## config.mk

```make
export PLATFORM = sky130hd
export DESIGN_NAME = output_peripheral
export DESIGN_NICKNAME = d
export VERILOG_FILES = /design/src/rtl/output_peripheral_pkg.sv /design/src/rtl/output_peripheral_lcd_strobe_fsm.sv /design/src/rtl/output_peripheral.sv
export SDC_FILE = /design/constraint.sdc
export NUM_CORES = 1
export LEC_CHECK = 0
export ABC_AREA = 1
export CAP_MARGIN = 20
export CORE_UTILIZATION = 40
export CTS_CLUSTER_SIZE = 20
export DETAILED_ROUTE_END_ITERATION = 6
export PLACE_DENSITY_LB_ADDON = 0.12
export SYNTH_ARGS = -nofsm -noshare
export SYNTH_HDL_FRONTEND = slang
export SYNTH_HIERARCHICAL = 1
export SYNTH_SLANG_ARGS = --single-unit
```

## constraint.sdc

```tcl
create_clock -name clk_i -period 6.6 [get_ports clk_i]
set_input_delay 1.98 -clock clk_i [delete_from_list [all_inputs] [get_ports clk_i]]
set_output_delay 1.98 -clock clk_i [all_outputs]
set_load 0.02 [all_outputs]
```

## src/rtl/output_peripheral_pkg.sv

```systemverilog
// Shared address map, LCD register layout and strobe FSM state type
// for the memory-mapped output peripheral.
package output_peripheral_pkg;

  localparam logic [11:0] ADDR_LEDR   = 12'h700;
  localparam logic [11:0] ADDR_LEDG   = 12'h710;
  localparam logic [11:0] ADDR_HEX_LO = 12'h720;
  localparam logic [11:0] ADDR_HEX_HI = 12'h730;
  localparam logic [11:0] ADDR_LCD    = 12'h7A0;

  typedef enum logic [1:0] {IDLE, SETUP, PULSE, HOLD} lcd_state_e;

  localparam int LCD_RS_BIT   = 8;
  localparam int LCD_RW_BIT   = 9;
  localparam int LCD_ON_BIT   = 10;
  localparam int LCD_OVR_BIT  = 30;
  localparam int LCD_BUSY_BIT = 31;

  // Writable part of the LCD register: data[7:0], rs, rw, on.
  localparam int LCD_REG_W = LCD_ON_BIT + 1;

endpackage

```

## src/rtl/output_peripheral_lcd_strobe_fsm.sv

```systemverilog
// Timed LCD E-strobe sequencer: SETUP (E low), PULSE (E high), HOLD (E low),
// with busy asserted for the whole sequence.
module lcd_strobe_fsm
  import output_peripheral_pkg::*;
#(
  parameter int LCD_SETUP_CYC = 2,
  parameter int LCD_PULSE_CYC = 12,
  parameter int LCD_HOLD_CYC  = 2
) (
  input  logic clk_i,
  input  logic rst_ni,
  input  logic start_i,
  output logic busy_o,
  output logic en_o
);

  localparam int MAX_SP  = (LCD_SETUP_CYC > LCD_PULSE_CYC) ? LCD_SETUP_CYC : LCD_PULSE_CYC;
  localparam int MAX_CYC = (MAX_SP > LCD_HOLD_CYC) ? MAX_SP : LCD_HOLD_CYC;
  localparam int CNT_W   = (MAX_CYC > 1) ? $clog2(MAX_CYC) : 1;

  localparam logic [CNT_W-1:0] SETUP_LD = CNT_W'(LCD_SETUP_CYC - 1);
  localparam logic [CNT_W-1:0] PULSE_LD = CNT_W'(LCD_PULSE_CYC - 1);
  localparam logic [CNT_W-1:0] HOLD_LD  = CNT_W'(LCD_HOLD_CYC - 1);

  lcd_state_e       state_q, state_d;
  logic [CNT_W-1:0] cnt_q, cnt_d;
  logic             busy_q, busy_d;
  logic             en_q, en_d;

  always_comb begin
    state_d = state_q;
    cnt_d   = cnt_q;
    case (state_q)
      IDLE: begin
        if (start_i) begin
          state_d = SETUP;
          cnt_d   = SETUP_LD;
        end
      end
      SETUP: begin
        if (cnt_q == '0) begin
          state_d = PULSE;
          cnt_d   = PULSE_LD;
        end else begin
          cnt_d = cnt_q - CNT_W'(1);
        end
      end
      PULSE: begin
        if (cnt_q == '0) begin
          state_d = HOLD;
          cnt_d   = HOLD_LD;
        end else begin
          cnt_d = cnt_q - CNT_W'(1);
        end
      end
      HOLD: begin
        if (cnt_q == '0) begin
          state_d = IDLE;
        end else begin
          cnt_d = cnt_q - CNT_W'(1);
        end
      end
      default: state_d = IDLE;
    endcase
    // Outputs are decoded from the next state so they come straight off flops.
    busy_d = (state_d != IDLE);
    en_d   = (state_d == PULSE);
  end

  always_ff @(posedge clk_i) begin
    if (!rst_ni) begin
      state_q <= IDLE;
      cnt_q   <= '0;
      busy_q  <= 1'b0;
      en_q    <= 1'b0;
    end else begin
      state_q <= state_d;
      cnt_q   <= cnt_d;
      busy_q  <= busy_d;
      en_q    <= en_d;
    end
  end

  assign busy_o = busy_q;
  assign en_o   = en_q;

endmodule

```

## src/rtl/output_peripheral.sv

```systemverilog
// Store-path output peripheral: LED, seven-segment and LCD registers with
// byte-lane writes, combinational readback and a timed LCD strobe.
module output_peripheral
  import output_peripheral_pkg::*;
#(
  parameter int LCD_SETUP_CYC = 2,
  parameter int LCD_PULSE_CYC = 12,
  parameter int LCD_HOLD_CYC  = 2
) (
  input  logic        clk_i,
  input  logic        rst_ni,
  input  logic [11:0] addr_i,
  input  logic        st_en_i,
  input  logic [31:0] st_data_i,
  input  logic [3:0]  bmask_i,
  output logic [31:0] ld_data_o,
  output logic [31:0] io_ledr_o,
  output logic [31:0] io_ledg_o,
  output logic [55:0] io_hex_o,
  output logic [7:0]  lcd_data_o,
  output logic        lcd_rs_o,
  output logic        lcd_rw_o,
  output logic        lcd_on_o,
  output logic        lcd_en_o
);

  logic [31:0]          ledr_q, ledr_d;
  logic [31:0]          ledg_q, ledg_d;
  logic [31:0]          hex_lo_q, hex_lo_d;
  logic [31:0]          hex_hi_q, hex_hi_d;
  logic [LCD_REG_W-1:0] lcd_q, lcd_d;
  logic                 ovr_q, ovr_d;
  logic                 lcd_busy;
  logic                 lcd_start;

  function automatic logic [31:0] merge_lanes(input logic [31:0] old_v,
                                              input logic [31:0] new_v,
                                              input logic [3:0]  mask);
    logic [31:0] res;
    for (int b = 0; b < 4; b++) begin
      res[8*b +: 8] = mask[b] ? new_v[8*b +: 8] : old_v[8*b +: 8];
    end
    return res;
  endfunction

  always_comb begin
    ledr_d    = ledr_q;
    ledg_d    = ledg_q;
    hex_lo_d  = hex_lo_q;
    hex_hi_d  = hex_hi_q;
    lcd_d     = lcd_q;
    ovr_d     = ovr_q;
    lcd_start = 1'b0;
    if (st_en_i) begin
      case (addr_i)
        ADDR_LEDR:   ledr_d   = merge_lanes(ledr_q, st_data_i, bmask_i);
        ADDR_LEDG:   ledg_d   = merge_lanes(ledg_q, st_data_i, bmask_i);
        ADDR_HEX_LO: hex_lo_d = merge_lanes(hex_lo_q, st_data_i, bmask_i);
        ADDR_HEX_HI: hex_hi_d = merge_lanes(hex_hi_q, st_data_i, bmask_i);
        ADDR_LCD: begin
          // A refused store changes nothing but the sticky overrun flag.
          if (lcd_busy) begin
            ovr_d = 1'b1;
          end else begin
            lcd_start = 1'b1;
            ovr_d     = 1'b0;
            if (bmask_i[0]) lcd_d[7:0] = st_data_i[7:0];
            if (bmask_i[1]) lcd_d[LCD_ON_BIT:LCD_RS_BIT] = st_data_i[LCD_ON_BIT:LCD_RS_BIT];
          end
        end
        default: ;
      endcase
    end
  end

  always_ff @(posedge clk_i) begin
    if (!rst_ni) begin
      ledr_q   <= '0;
      ledg_q   <= '0;
      hex_lo_q <= '0;
      hex_hi_q <= '0;
      lcd_q    <= '0;
      ovr_q    <= 1'b0;
    end else begin
      ledr_q   <= ledr_d;
      ledg_q   <= ledg_d;
      hex_lo_q <= hex_lo_d;
      hex_hi_q <= hex_hi_d;
      lcd_q    <= lcd_d;
      ovr_q    <= ovr_d;
    end
  end

  lcd_strobe_fsm #(
    .LCD_SETUP_CYC (LCD_SETUP_CYC),
    .LCD_PULSE_CYC (LCD_PULSE_CYC),
    .LCD_HOLD_CYC  (LCD_HOLD_CYC)
  ) u_lcd_strobe_fsm (
    .clk_i   (clk_i),
    .rst_ni  (rst_ni),
    .start_i (lcd_start),
    .busy_o  (lcd_busy),
    .en_o    (lcd_en_o)
  );

  always_comb begin
    ld_data_o = '0;
    case (addr_i)
      ADDR_LEDR:   ld_data_o = ledr_q;
      ADDR_LEDG:   ld_data_o = ledg_q;
      ADDR_HEX_LO: ld_data_o = hex_lo_q;
      ADDR_HEX_HI: ld_data_o = hex_hi_q;
      ADDR_LCD: begin
        ld_data_o[LCD_REG_W-1:0] = lcd_q;
        ld_data_o[LCD_OVR_BIT]   = ovr_q;
        ld_data_o[LCD_BUSY_BIT]  = lcd_busy;
      end
      default: ;
    endcase
  end

  // Segment bit 7 of every HEX byte is storage only.
  always_comb begin
    for (int k = 0; k < 4; k++) begin
      io_hex_o[7*k +: 7]      = hex_lo_q[8*k +: 7];
      io_hex_o[28 + 7*k +: 7] = hex_hi_q[8*k +: 7];
    end
  end

  assign io_ledr_o  = ledr_q;
  assign io_ledg_o  = ledg_q;
  assign lcd_data_o = lcd_q[7:0];
  assign lcd_rs_o   = lcd_q[LCD_RS_BIT];
  assign lcd_rw_o   = lcd_q[LCD_RW_BIT];
  assign lcd_on_o   = lcd_q[LCD_ON_BIT];

endmodule

```

==> results.sh <==
export IMPL_setup_viol=0
export IMPL_cts_setup_buffers=0
export IMPL_wl_um=23410
export IMPL_clk_pin_slew_worst_paths_ns=0.06
export IMPL_synth_main_ff_cell="dfxtp_1"
export IMPL_ys_ff_latch=148
export IMPL_synth_edf_count=0
export IMPL_p_sw_mw=0.4496
export IMPL_yosysWarnings=6
export IMPL_grt_max_degree=81
export IMPL_grt_ovfl_total=0
export IMPL_synth_cell_type_count=26
export IMPL_start_kind="input pin"
export IMPL_p_comb_share_pct=4.4
export IMPL_drc=28
export IMPL_p_leak_nw=4.371
export IMPL_drv_cap=0
export IMPL_worst_pin_slew_ns=0.7787
export IMPL_peakVddDrop_uv=173.9
export IMPL_ctsResizeCount=0
export IMPL_cts_buffers=17
export IMPL_outcome="finished with violations"
export IMPL_relSlewSlack_pct=48.09
export IMPL_grt_pass1_vias=6691
export IMPL_synth_avg_cell_area_um2=6.423
export IMPL_ys_seq_area_share_pct=39.36
export IMPL_final_common_cell="nand2_1"
export IMPL_cp_data_arrival_time_ns=4.39
export IMPL_fin_setup_tns_ns=0
export IMPL_clock_latency_ns=0.42
export IMPL_htree_num_levels=4
export IMPL_powerDensity_nw_per_um2=193.5
export IMPL_cts_root_buf="clkbuf_16"
export IMPL_period_share_pct=96.58
export IMPL_syn_num_nets=1224
export IMPL_register_area_um2=2963
export IMPL_hold_viol=0
export IMPL_netlist_instances=1172
export IMPL_p_seq_share_pct=45.8
export IMPL_cts_buffer_depth=2
export IMPL_final_antenna_net_count=0
export IMPL_die_area_um2=19370
export IMPL_globalplace_congestion=0.8140
export IMPL_core_area_um2=18210
export IMPL_worst_hold_path_type="reg -> reg"
export IMPL_rsz0062_at_grt="no"
export IMPL_clock_sinks=148
export IMPL_path_cells="clkdlybuf4s50_1 -> inv_1 -> nor2_1 -> nand2_1 -> nor2_4 -> nand2_1 -> inv_1 -> nor2_1 -> nor2_1 -> clkdlybuf4s50_1"
export IMPL_reg2reg_setup_slack_ns=5.19
export IMPL_multiInputGateArea_um2=3222
export IMPL_end_kind="output pin"
export IMPL_yosysTopAreaCell="dfxtp_1"
export IMPL_wire_per_inst_um=14.90
export IMPL_path_max_fanout=12
export IMPL_critical_path_class="in -> out"
export IMPL_syn_to_final_growth_pct=34.03
export IMPL_final_util_pct=55.40
export IMPL_critPathSlowestCell="clkdlybuf4s50_1"
export IMPL_rr_worst_depth=5
export IMPL_fp_dieH_um=139.2
export IMPL_failed_checks="design-rule violations"
export IMPL_mostFrequentLayoutCells="252 x nand2_1, 228 x nor2_1, 213 x clkdlybuf4s50_1"
export IMPL_dp_hpwl_um=16150
export IMPL_fin_hold_ws_ns=0.4492
export IMPL_antenna_found_initial=2
export IMPL_io_buffer_count=214
export IMPL_synth_area_leaders="dfxtp_1 39%, nand2_1 13%, nor2_1 11%, inv_1 9.3%, o21ai_0 7.4%"
export IMPL_fin_crit_ns=6.374
export IMPL_start_util_pct=41.34
export IMPL_num_io_pins=215
export IMPL_placementRows=49
export IMPL_viasPerCell=4.696
export IMPL_pwr_share_clk_pct=49.8
export IMPL_drtIter0Drc=552
export IMPL_firstDrtPassIters=7
export IMPL_slowest_delay_ns=0.65
export IMPL_vias=7377
export IMPL_ctsHoldBuffers=0
export IMPL_nNetsFinal=1379
export IMPL_cts_tree="done"
export IMPL_drive_gt1_share_pct=6.119
export IMPL_fillers=1796
export IMPL_fmax_mhz=156.9
export IMPL_grt_pass1_wl_um=36930
export IMPL_hold_depth=2
export IMPL_async_flop_share_pct=0
export IMPL_die_w_um=139.2
export IMPL_crit_path_frequent_cell="nor2_1"
export IMPL_required_ns=4.62
export IMPL_finalMaxSlewViolations=0
export IMPL_netlist_area_um2=7527
export IMPL_p_int_mw=1.503
export IMPL_synth_top_area_share_pct=39.36
export IMPL_grtUsageTotal_pct=24.39
export IMPL_finClkSkew_ns=0.009385
export IMPL_total_power_mw=1.952
export IMPL_netSwitchingFraction_pct=23.03
## cell usage after synthesis, types with 2 or more instances
library cell	number
nand3_1	54
nor2_2	2
inv_2	10
inv_1	187
nand4_1	18
buf_2	11
nand2_2	5
dfxtp_1	148
nor2_1	229
nand2_1	252
nor2_4	10
clkinv_1	2
a21oi_1	38
o21ai_0	112
buf_4	63
clkbuf_1	20
nand2_4	2
## layer usage
| metal | wire length (um) | track usage, % | share of wire, % | vias up |
|---|---|---|---|---|
| li1 | - | - | - | 3831 |
| met4 | 365 | 7.310 | 1.6 | 0 |
| met5 | 0 | 0 | 0 | - |
| met1 | 11090 | 33.35 | 47 | 3292 |
| met3 | 1498 | 5.041 | 6.4 | 24 |
| met2 | 10460 | 38.52 | 45 | 230 |
## layout make-up
cell class              instances  share of cell area [%]
multi-input cells             731                   31.94
inverters                     199                   7.404
well taps                     229                   2.840
flip-flops and latches        148                   29.37
diodes                          2                 0.04961
clock inverters                13                   1.488
repair buffers                230                   22.52
clock buffers                  19                   4.390
## power groups by stage
stage               clock [mW]  combinational (mW)  sequential, mW
floorplan                    0              0.0351           0.914
global placement             0              0.0858           0.914
detailed placement           0              0.0855           0.914
CTS                      0.992              0.0860           0.894
global route              1.03              0.0952           0.893
finish                   0.972              0.0865           0.894
## flip-flops by register name, summed over array words and instances, names as in the netlist
signal,flops
ovr_q,1
u_lcd_strobe_fsm/busy_o,1
u_lcd_strobe_fsm/state_q,2
u_lcd_strobe_fsm/en_o,1
hex_hi_q,32
lcd_q,11
io_ledg_o,32
io_ledr_o,32
hex_lo_q,32
u_lcd_strobe_fsm/cnt_q,4
## path summary, 6_finish.rpt
path / startpoint / end
worst max-delay path: addr_i[10] / ld_data_o[8]
worst min-delay path: hex_lo_q[15]$_SDFFE_PN0P_ / hex_lo_q[15]$_SDFFE_PN0P_
worst max register to register: u_lcd_strobe_fsm/busy_o$_SDFF_PN0_ / lcd_q[6]$_SDFFE_PN0P_
worst min register to register: hex_lo_q[15]$_SDFFE_PN0P_ / hex_lo_q[15]$_SDFFE_PN0P_
## cells by family (layout without fill, tap and decap cells)
| group | count (synthesis) | in the layout | share of synthesized area, % |
|---|---|---|---|
| and+or+nand+nor | 575 | 575 | 31.93 |
| buffers and inverters | 293 | 461 | 17.94 |
| AOI/OAI and AO/OA | 154 | 154 | 10.47 |
| adders and majority gates | 1 | 1 | 0.1662 |
| other | 0 | 2 | 0 |
| muxes | 1 | 1 | 0.1330 |
| DFF | 148 | 148 | 39.36 |
## per-stage QoR
stage	instance area, um2	setup WS (ns)	cells
3_3_place_gp	9490	0.2430	1537
5_1_grt	10080	0.01609	1569
4_1_cts	10080	0.1980	1569
2_1_floorplan	7527	1.463	1172
6_report	10090	0.2260	1571
3_5_place_dp	9490	0.1958	1537
## worst max-delay path: cells and delay by family
family,cells,cell delay (ns)
buffers and inverters,4,1.44
and+or+nand+nor,6,0.96
(Power assumes the default switching activity.)
